===== config.mk =====
export PLATFORM = sky130hd
export DESIGN_NAME = irq_ctrl
export DESIGN_NICKNAME = d
export VERILOG_FILES = /design/src/rtl/irq_ctrl_pkg.sv /design/src/rtl/irq_ctrl_sync_edge.sv /design/src/rtl/irq_ctrl.sv
export SDC_FILE = /design/constraint.sdc
export NUM_CORES = 1
export LEC_CHECK = 0
export ABC_AREA = 1
export BUFFER_PORTS_ARGS = -buffer_cell sky130_fd_sc_hd__clkbuf_2
export CORE_MARGIN = 2
export CORE_UTILIZATION = 40
export DETAILED_ROUTE_END_ITERATION = 8
export SLEW_MARGIN = 25
export SYNTH_ARGS = -nofsm -noshare
export SYNTH_HDL_FRONTEND = slang
export SYNTH_SLANG_ARGS = --single-unit

===== constraint.sdc =====
create_clock -name clk -period 5.34 [get_ports clk]
set_input_delay 0.267 -clock clk [delete_from_list [all_inputs] [get_ports clk]]
set_output_delay 0.267 -clock clk [all_outputs]
set_load 0.01 [all_outputs]

===== src/rtl/irq_ctrl_pkg.sv =====
// Shared definitions for the 68000 interrupt controller.
//   - register word addresses (PENDING, STATUS, timestamp window)
//   - CFG field positions and the packed per-channel configuration struct
//   - arbitration/IPL state encoding
//   - cfg_to_word: packs a channel configuration into its register image
// Optional feature macro used by the controller: IRQ_TIMESTAMP_EN.
package irq_ctrl_pkg;

   localparam logic [5:0] ADDR_PENDING = 6'h10;
   localparam logic [5:0] ADDR_STATUS  = 6'h11;
   localparam logic [5:0] ADDR_TS_BASE = 6'h20;

   localparam int CFG_SRC_LSB   = 0;
   localparam int CFG_INV_BIT   = 3;
   localparam int CFG_LEVEL_BIT = 4;
   localparam int CFG_EN_BIT    = 5;
   localparam int CFG_IPL_LSB   = 8;

   typedef struct packed {
      logic [2:0] ipl;
      logic       en;
      logic       level;
      logic       inv;
      logic [2:0] src;
   } irq_cfg_t;

   typedef enum logic [1:0] {
      ST_IDLE   = 2'd0,
      ST_ASSERT = 2'd1,
      ST_HOLD   = 2'd2
   } irq_state_e;

   function automatic logic [15:0] cfg_to_word(input irq_cfg_t c);
      logic [15:0] w;
      w = '0;
      w[CFG_SRC_LSB +: 3] = c.src;
      w[CFG_INV_BIT]      = c.inv;
      w[CFG_LEVEL_BIT]    = c.level;
      w[CFG_EN_BIT]       = c.en;
      w[CFG_IPL_LSB +: 3] = c.ipl;
      return w;
   endfunction

endpackage


===== src/rtl/irq_ctrl_sync_edge.sv =====
// irq_sync_edge: synchroniser for one asynchronous interrupt source.
// Ports:
//   clk, reset_n  clock, asynchronous active-low reset
//   async_in      raw asynchronous source
//   sync_out      source after SYNC_FF flops
//   prev_out      sync_out delayed by one more cycle
// Comparing sync_out with prev_out (after the channel's select/invert)
// gives the edge detection; keeping the delayed copy per source means a
// channel reconfiguration never fabricates an edge on its own.
module irq_sync_edge #(
   parameter int SYNC_FF = 2
) (
   input  logic clk,
   input  logic reset_n,
   input  logic async_in,
   output logic sync_out,
   output logic prev_out
);

   logic [SYNC_FF-1:0] chain;

   always_ff @(posedge clk or negedge reset_n) begin
      if (!reset_n) begin
         chain    <= '0;
         prev_out <= 1'b0;
      end else begin
         chain    <= {chain[SYNC_FF-2:0], async_in};
         prev_out <= chain[SYNC_FF-1];
      end
   end

   assign sync_out = chain[SYNC_FF-1];

endmodule


===== src/rtl/irq_ctrl.sv =====
// irq_ctrl: parametrised fx68k interrupt controller.
// Routes NUM_SRC asynchronous sources to NUM_CH channels, each with its own
// source select, invert, edge/level mode, enable and IPL priority, and
// drives the active-low IPL lines of the CPU.
// Ports:
//   clk, reset_n          clock, asynchronous active-low reset
//   cs, wr[1:0], address  register access; wr = {upper,lower} byte strobes, 00 = read
//   din / dout            write data / combinational read data
//   src[NUM_SRC-1:0]      raw asynchronous interrupt sources
//   ack                   one-cycle IACK pulse
//   ipl_n[2:0]            active-low IPL to the CPU
//   ticks[31:0]           timestamp input (only used with IRQ_TIMESTAMP_EN)
//   fsm_state             current arbitration state, for observation
// Macro IRQ_TIMESTAMP_EN adds per-channel 32-bit timestamps at 0x20+2ch (hi)
// and 0x21+2ch (lo); without it that window reads zero.
module irq_ctrl
   import irq_ctrl_pkg::*;
#(
   parameter int NUM_CH  = 3,
   parameter int NUM_SRC = 4,
   parameter int SYNC_FF = 2
) (
   input  logic               clk,
   input  logic               reset_n,
   input  logic               cs,
   input  logic [1:0]         wr,
   input  logic [5:0]         address,
   input  logic [15:0]        din,
   output logic [15:0]        dout,
   input  logic [NUM_SRC-1:0] src,
   input  logic               ack,
   output logic [2:0]         ipl_n,
   input  logic [31:0]        ticks,
   output irq_state_e         fsm_state
);

   irq_cfg_t            cfg [NUM_CH];
   logic [NUM_CH-1:0]   pending;
   logic [NUM_SRC-1:0]  src_sync, src_prev;
   logic [NUM_CH-1:0]   sig, sig_prev, clr;
   logic [NUM_CH-1:0]   w1c_mask;
   logic                wr_any;
   irq_state_e          state, state_nxt;
   logic [2:0]          active_ch, cur_ipl;
   logic                cand_any;
   logic [2:0]          win_ch, win_ipl;
   logic                unused_in;

   assign unused_in = ^{din, ticks};

   genvar g;
   for (g = 0; g < NUM_SRC; g++) begin : g_src
      irq_sync_edge #(.SYNC_FF(SYNC_FF)) u_sync (
         .clk      (clk),
         .reset_n  (reset_n),
         .async_in (src[g]),
         .sync_out (src_sync[g]),
         .prev_out (src_prev[g])
      );
   end

   // SRC=0 and SRC values beyond NUM_SRC select a constant 0 before invert.
   always_comb begin
      sig      = '0;
      sig_prev = '0;
      for (int c = 0; c < NUM_CH; c++) begin
         for (int k = 1; k <= NUM_SRC; k++) begin
            if (int'(cfg[c].src) == k) begin
               sig[c]      = src_sync[k-1];
               sig_prev[c] = src_prev[k-1];
            end
         end
         sig[c]      = sig[c] ^ cfg[c].inv;
         sig_prev[c] = sig_prev[c] ^ cfg[c].inv;
      end
   end

   assign wr_any   = cs & (|wr);
   assign w1c_mask = (wr_any && wr[0] && address == ADDR_PENDING) ? din[NUM_CH-1:0] : '0;

   // Acknowledge handshake: while ASSERT presents a level on ipl_n, the CPU
   // answers with a single-cycle ack; that ack retires the latched channel
   // (edge mode) and forces one HOLD cycle with ipl_n released. ack seen in
   // any other state has no effect.
   always_comb begin
      clr = w1c_mask;
      for (int c = 0; c < NUM_CH; c++) begin
         if (ack && state == ST_ASSERT && active_ch == 3'(c)) clr[c] = 1'b1;
      end
   end

   // Configuration registers: each byte lane written independently.
   always_ff @(posedge clk or negedge reset_n) begin
      if (!reset_n) begin
         for (int c = 0; c < NUM_CH; c++) cfg[c] <= '0;
      end else if (wr_any) begin
         for (int c = 0; c < NUM_CH; c++) begin
            if (address == 6'(c)) begin
               if (wr[0]) begin
                  cfg[c].src   <= din[CFG_SRC_LSB +: 3];
                  cfg[c].inv   <= din[CFG_INV_BIT];
                  cfg[c].level <= din[CFG_LEVEL_BIT];
                  cfg[c].en    <= din[CFG_EN_BIT];
               end
               if (wr[1]) cfg[c].ipl <= din[CFG_IPL_LSB +: 3];
            end
         end
      end
   end

   // Pending: level channels mirror the signal; edge channels latch a rising
   // edge, and a set in the same cycle as a clear wins.
   always_ff @(posedge clk or negedge reset_n) begin
      if (!reset_n) begin
         pending <= '0;
      end else begin
         for (int c = 0; c < NUM_CH; c++) begin
            if (cfg[c].level) pending[c] <= sig[c];
            else              pending[c] <= (sig[c] & ~sig_prev[c]) | (pending[c] & ~clr[c]);
         end
      end
   end

`ifdef IRQ_TIMESTAMP_EN
   logic [31:0] ts [NUM_CH];

   always_ff @(posedge clk or negedge reset_n) begin
      if (!reset_n) begin
         for (int c = 0; c < NUM_CH; c++) ts[c] <= '0;
      end else begin
         for (int c = 0; c < NUM_CH; c++) begin
            if (!cfg[c].level && sig[c] && !sig_prev[c] && !pending[c]) ts[c] <= ticks;
         end
      end
   end
`endif

   // Highest IPL wins; strict '>' keeps the lowest channel on a tie.
   always_comb begin
      cand_any = 1'b0;
      win_ch   = '0;
      win_ipl  = '0;
      for (int c = 0; c < NUM_CH; c++) begin
         if (pending[c] && cfg[c].en && cfg[c].ipl > win_ipl) begin
            cand_any = 1'b1;
            win_ch   = 3'(c);
            win_ipl  = cfg[c].ipl;
         end
      end
   end

   always_comb begin
      state_nxt = state;
      case (state)
         ST_IDLE:   if (cand_any) state_nxt = ST_ASSERT;
         ST_ASSERT: begin
            if (ack)            state_nxt = ST_HOLD;
            else if (!cand_any) state_nxt = ST_IDLE;
         end
         ST_HOLD:   state_nxt = ST_IDLE;
         default:   state_nxt = ST_IDLE;
      endcase
   end

   // cur_ipl is the level on the bus; it is frozen for the whole ASSERT so a
   // later higher-priority arrival waits for re-arbitration after HOLD.
   always_ff @(posedge clk or negedge reset_n) begin
      if (!reset_n) begin
         state     <= ST_IDLE;
         active_ch <= '0;
         cur_ipl   <= '0;
      end else begin
         state <= state_nxt;
         if (state == ST_IDLE && state_nxt == ST_ASSERT) begin
            active_ch <= win_ch;
            cur_ipl   <= win_ipl;
         end else if (state_nxt != ST_ASSERT) begin
            cur_ipl <= '0;
         end
      end
   end

   assign ipl_n     = ~cur_ipl;
   assign fsm_state = state;

   always_comb begin
      dout = '0;
      for (int c = 0; c < NUM_CH; c++) begin
         if (address == 6'(c)) dout = cfg_to_word(cfg[c]);
      end
      if (address == ADDR_PENDING) dout[NUM_CH-1:0] = pending;
      if (address == ADDR_STATUS)  dout = {8'h00, 1'b0, active_ch, 1'b0, cur_ipl};
`ifdef IRQ_TIMESTAMP_EN
      for (int c = 0; c < NUM_CH; c++) begin
         if (address == ADDR_TS_BASE + 6'(2*c))     dout = ts[c][31:16];
         if (address == ADDR_TS_BASE + 6'(2*c + 1)) dout = ts[c][15:0];
      end
`endif
   end

endmodule


==> results.toml <==
[run_status]
status = "complete, no violations"

[yosys]
synth_seq_cells = 49
synthFlopType = "dfrtp_1"
synth_area_um2 = 2870
synth-edff-count = 0
async_flop_share_pct = 100
avgSynthCellArea_um2 = 7.68
synth.distinct_cells = 30
yosys_warnings = 0
synth-seq-area-share_pct = 42.7
synth_cells = 374

[global_route]
grt_antenna_before_repair = 0
grt_start_max_net_pins = 50
grt_pass1_wl_um = 11600
grt_use_total_pct = 19.2
grt_overflow = 0
grt_pass1_vias = 2419

[final_layout]
final_common_cell = "nand2_1"
antennaDiodeCount = 0
fin_util_pct = 47.2
layout_common_cells = "nand2_1 (88), inv_1 (58), dfrtp_1 (49)"
nets = 486
drive_above_1_share_pct = 16.8
stdcell_count = 513
syn2layout_area_growth_pct = 12.9

[timing]
skew_ns = 0.00719
max_freq_mhz = 326
fin_crit_ns = 3.07
rsz0062_at_grt = "false"
drv_slew = 0
slew_headroom_pct = 58.2
fin_ws_ns = 2.27
hold_viol_final = 0
fin_setup_tns_ns = 0
tightest_slew_ns = 0.627
min_period_over_period_pct = 57.5
setup_viol = 0

[worst_hold_path]
hold_class = "primary input to async pin"

[power_and_ir_drop]
power-per-cell-area_nw_per_um2 = 257
power.switching_mw = 0.241
ir_worst_vdd_v = 0.000111
p_leak_nw = 1.65
p_comb_share_pct = 15.6
finalPower_mw = 0.835
p_int_mw = 0.594
p_sw_share_pct = 28.9
seqPwrFrac_pct = 52.8
power_frac_clock_pct = 31.6

[detailed_routing]
viasPerCell = 4.91
ant_nets = 0
drc = 0
routedWlPerCell_um = 13.2
drt_iter0_drc = 168
num_vias = 2517
routed_wl_um = 6790
drtPass1Iterations = 4

[floorplan]
io_pins = 85
die_w_um = 88.8
coreArea_um2 = 6870
die_area_um2 = 7880
fp.dieH_um = 88.8
initial_utilization_pct = 41.8
row_count = 30

[flow_run]
max_cap_viol_count = 0

[place]
io_buffers = 38
routabilityCongestion = 0.908
hpwl_um = 5320
pre_cts_slack_ns = 2.33
post-place-cells = 505

[clocking]
clockBufferDepth = 2
clkSinkCount = 49
cts_made_buffers = 5
cts-root-buf = "clkbuf_8"
cts_tree = "yes"
postCtsHoldBufs = 0
cts_setup_buffers = 0
clock_latency_ns = 0.30
cts.repair.resized = 0
path_clk_slew_ns = 0.09
cts_htree_levels = 2

[setup_path]
cp-startpoint = "cfg[24]$_DFFE_PN0P_"
r2r-end = "cur_ipl[1]$_DFFE_PN0P_"
path_max_fanout = 9
critPathArrivalTime_ns = 3.26
end_kind = "flop"
r2r_start = "cfg[24]$_DFFE_PN0P_"
required_ns = 5.53
critical_path_class = "flop to flop"
worstRegToRegCells = 19
ff2ff_setup_slack_ns = 2.27
worstSetupStartpointType = "flop"
## critical path, cell delays in order, from the launching register on
cell and delay [ns]:
dfrtp_1 0.36, inv_1 0.08, nand2_1 0.07, nand3_1 0.10
nor2_1 0.15, inv_1 0.06, ha_1 0.28, nand2_1 0.05
o21ai_1 0.15, nand2_2 0.14, o21a_1 0.20, ha_1 0.31
a21oi_1 0.13, nand2_1 0.08, nand2_2 0.17, nand3_1 0.19
nand2_1 0.22, nor2_1 0.06, nand2_1 0.07, o21ai_0 0.08
## cells in the mapped netlist (2+ instances only)
library cell  instances  area share [%]
nand2_4               3             1.2
inv_1                58             7.6
nand3_1              31             5.4
o22ai_1               3            0.65
a21boi_0              3            0.78
o21ai_1               9             1.6
nand4_1              10             2.2
buf_4                 7             1.8
o21ai_0              29             5.1
inv_2                 2            0.26
o21ai_2               6             1.8
a22oi_1               2            0.52
ha_1                  6             2.6
o21a_1                2            0.52
o211ai_1              4             1.0
nor2_4                4             1.6
buf_6                 2            0.78
dfrtp_1              49              43
nand2_2               5             1.1
nand2_1              88              11
a21oi_1              13             2.3
nor2_1               30             3.9
## logic make-up after synthesis
| family | share of synthesized area [%] |
|---|---|
| buffers and inverters | 10.9 |
| flip-flops | 42.7 |
| adder cells (fa/ha/maj) | 2.61 |
| other | 0.130 |
| AND/OR/NAND/NOR | 29.1 |
| AO/OA/AOI/OAI | 14.5 |
## per-stage QoR
step / hold WS (ns) / cell area (µm²)
finish: 0.0605 / 3250
global route: 0.0499 / 3250
CTS: 0.0550 / 3250
detailed placement: 0.336 / 3130
global placement: 0.333 / 3130
floorplan: -0.0286 / 2900
## flip-flops by register name, indices dropped and copies added (netlist names)
name	cells
g_src.u_sync.chain	8
cfg	27
g_src.u_sync.prev_out	4
pending	3
cur_ipl	3
fsm_state	2
active_ch	2
## final cells by class
type	count	area, µm²
Clock buffer	6	72.6
Clock inverter	2	38.8
Fill cell	698	3620
Inverter	61	234
Multi-Input combinational cell	260	1360
Sequential cell	49	1230
Tap cell	96	120
Timing Repair Buffer	39	198
## worst max path at each step
stage | end | slack, ns | depth (start not counted)
2_1_floorplan | cur_ipl[2]$_DFFE_PN0P_ | 2.78 | 19
6_report | cur_ipl[1]$_DFFE_PN0P_ | 2.27 | 19
4_1_cts | cur_ipl[1]$_DFFE_PN0P_ | 2.30 | 21
5_1_grt | cur_ipl[0]$_DFFE_PN0P_ | 1.86 | 21
3_3_place_gp | cur_ipl[1]$_DFFE_PN0P_ | 2.33 | 21
3_5_place_dp | cur_ipl[1]$_DFFE_PN0P_ | 2.33 | 21
## power groups by stage
stage | combinational [mW] | sequential, mW | clock [mW]
2_1_floorplan | 0.0948 | 0.433 | 0
3_3_place_gp | 0.129 | 0.446 | 0
3_5_place_dp | 0.131 | 0.446 | 0
4_1_cts | 0.131 | 0.439 | 0.271
5_1_grt | 0.152 | 0.444 | 0.288
6_report | 0.130 | 0.441 | 0.264
## per-layer routing
layer	global-route usage (%)	share of wire (%)	vias up
met1	29.2	53	1162
met2	27.5	42	59
met4	6.61	1.7	0
li1	-	-	1284
met3	3.08	4.0	12
met5	0	0	-
Note: power is estimated with default switching activity, not from simulation.
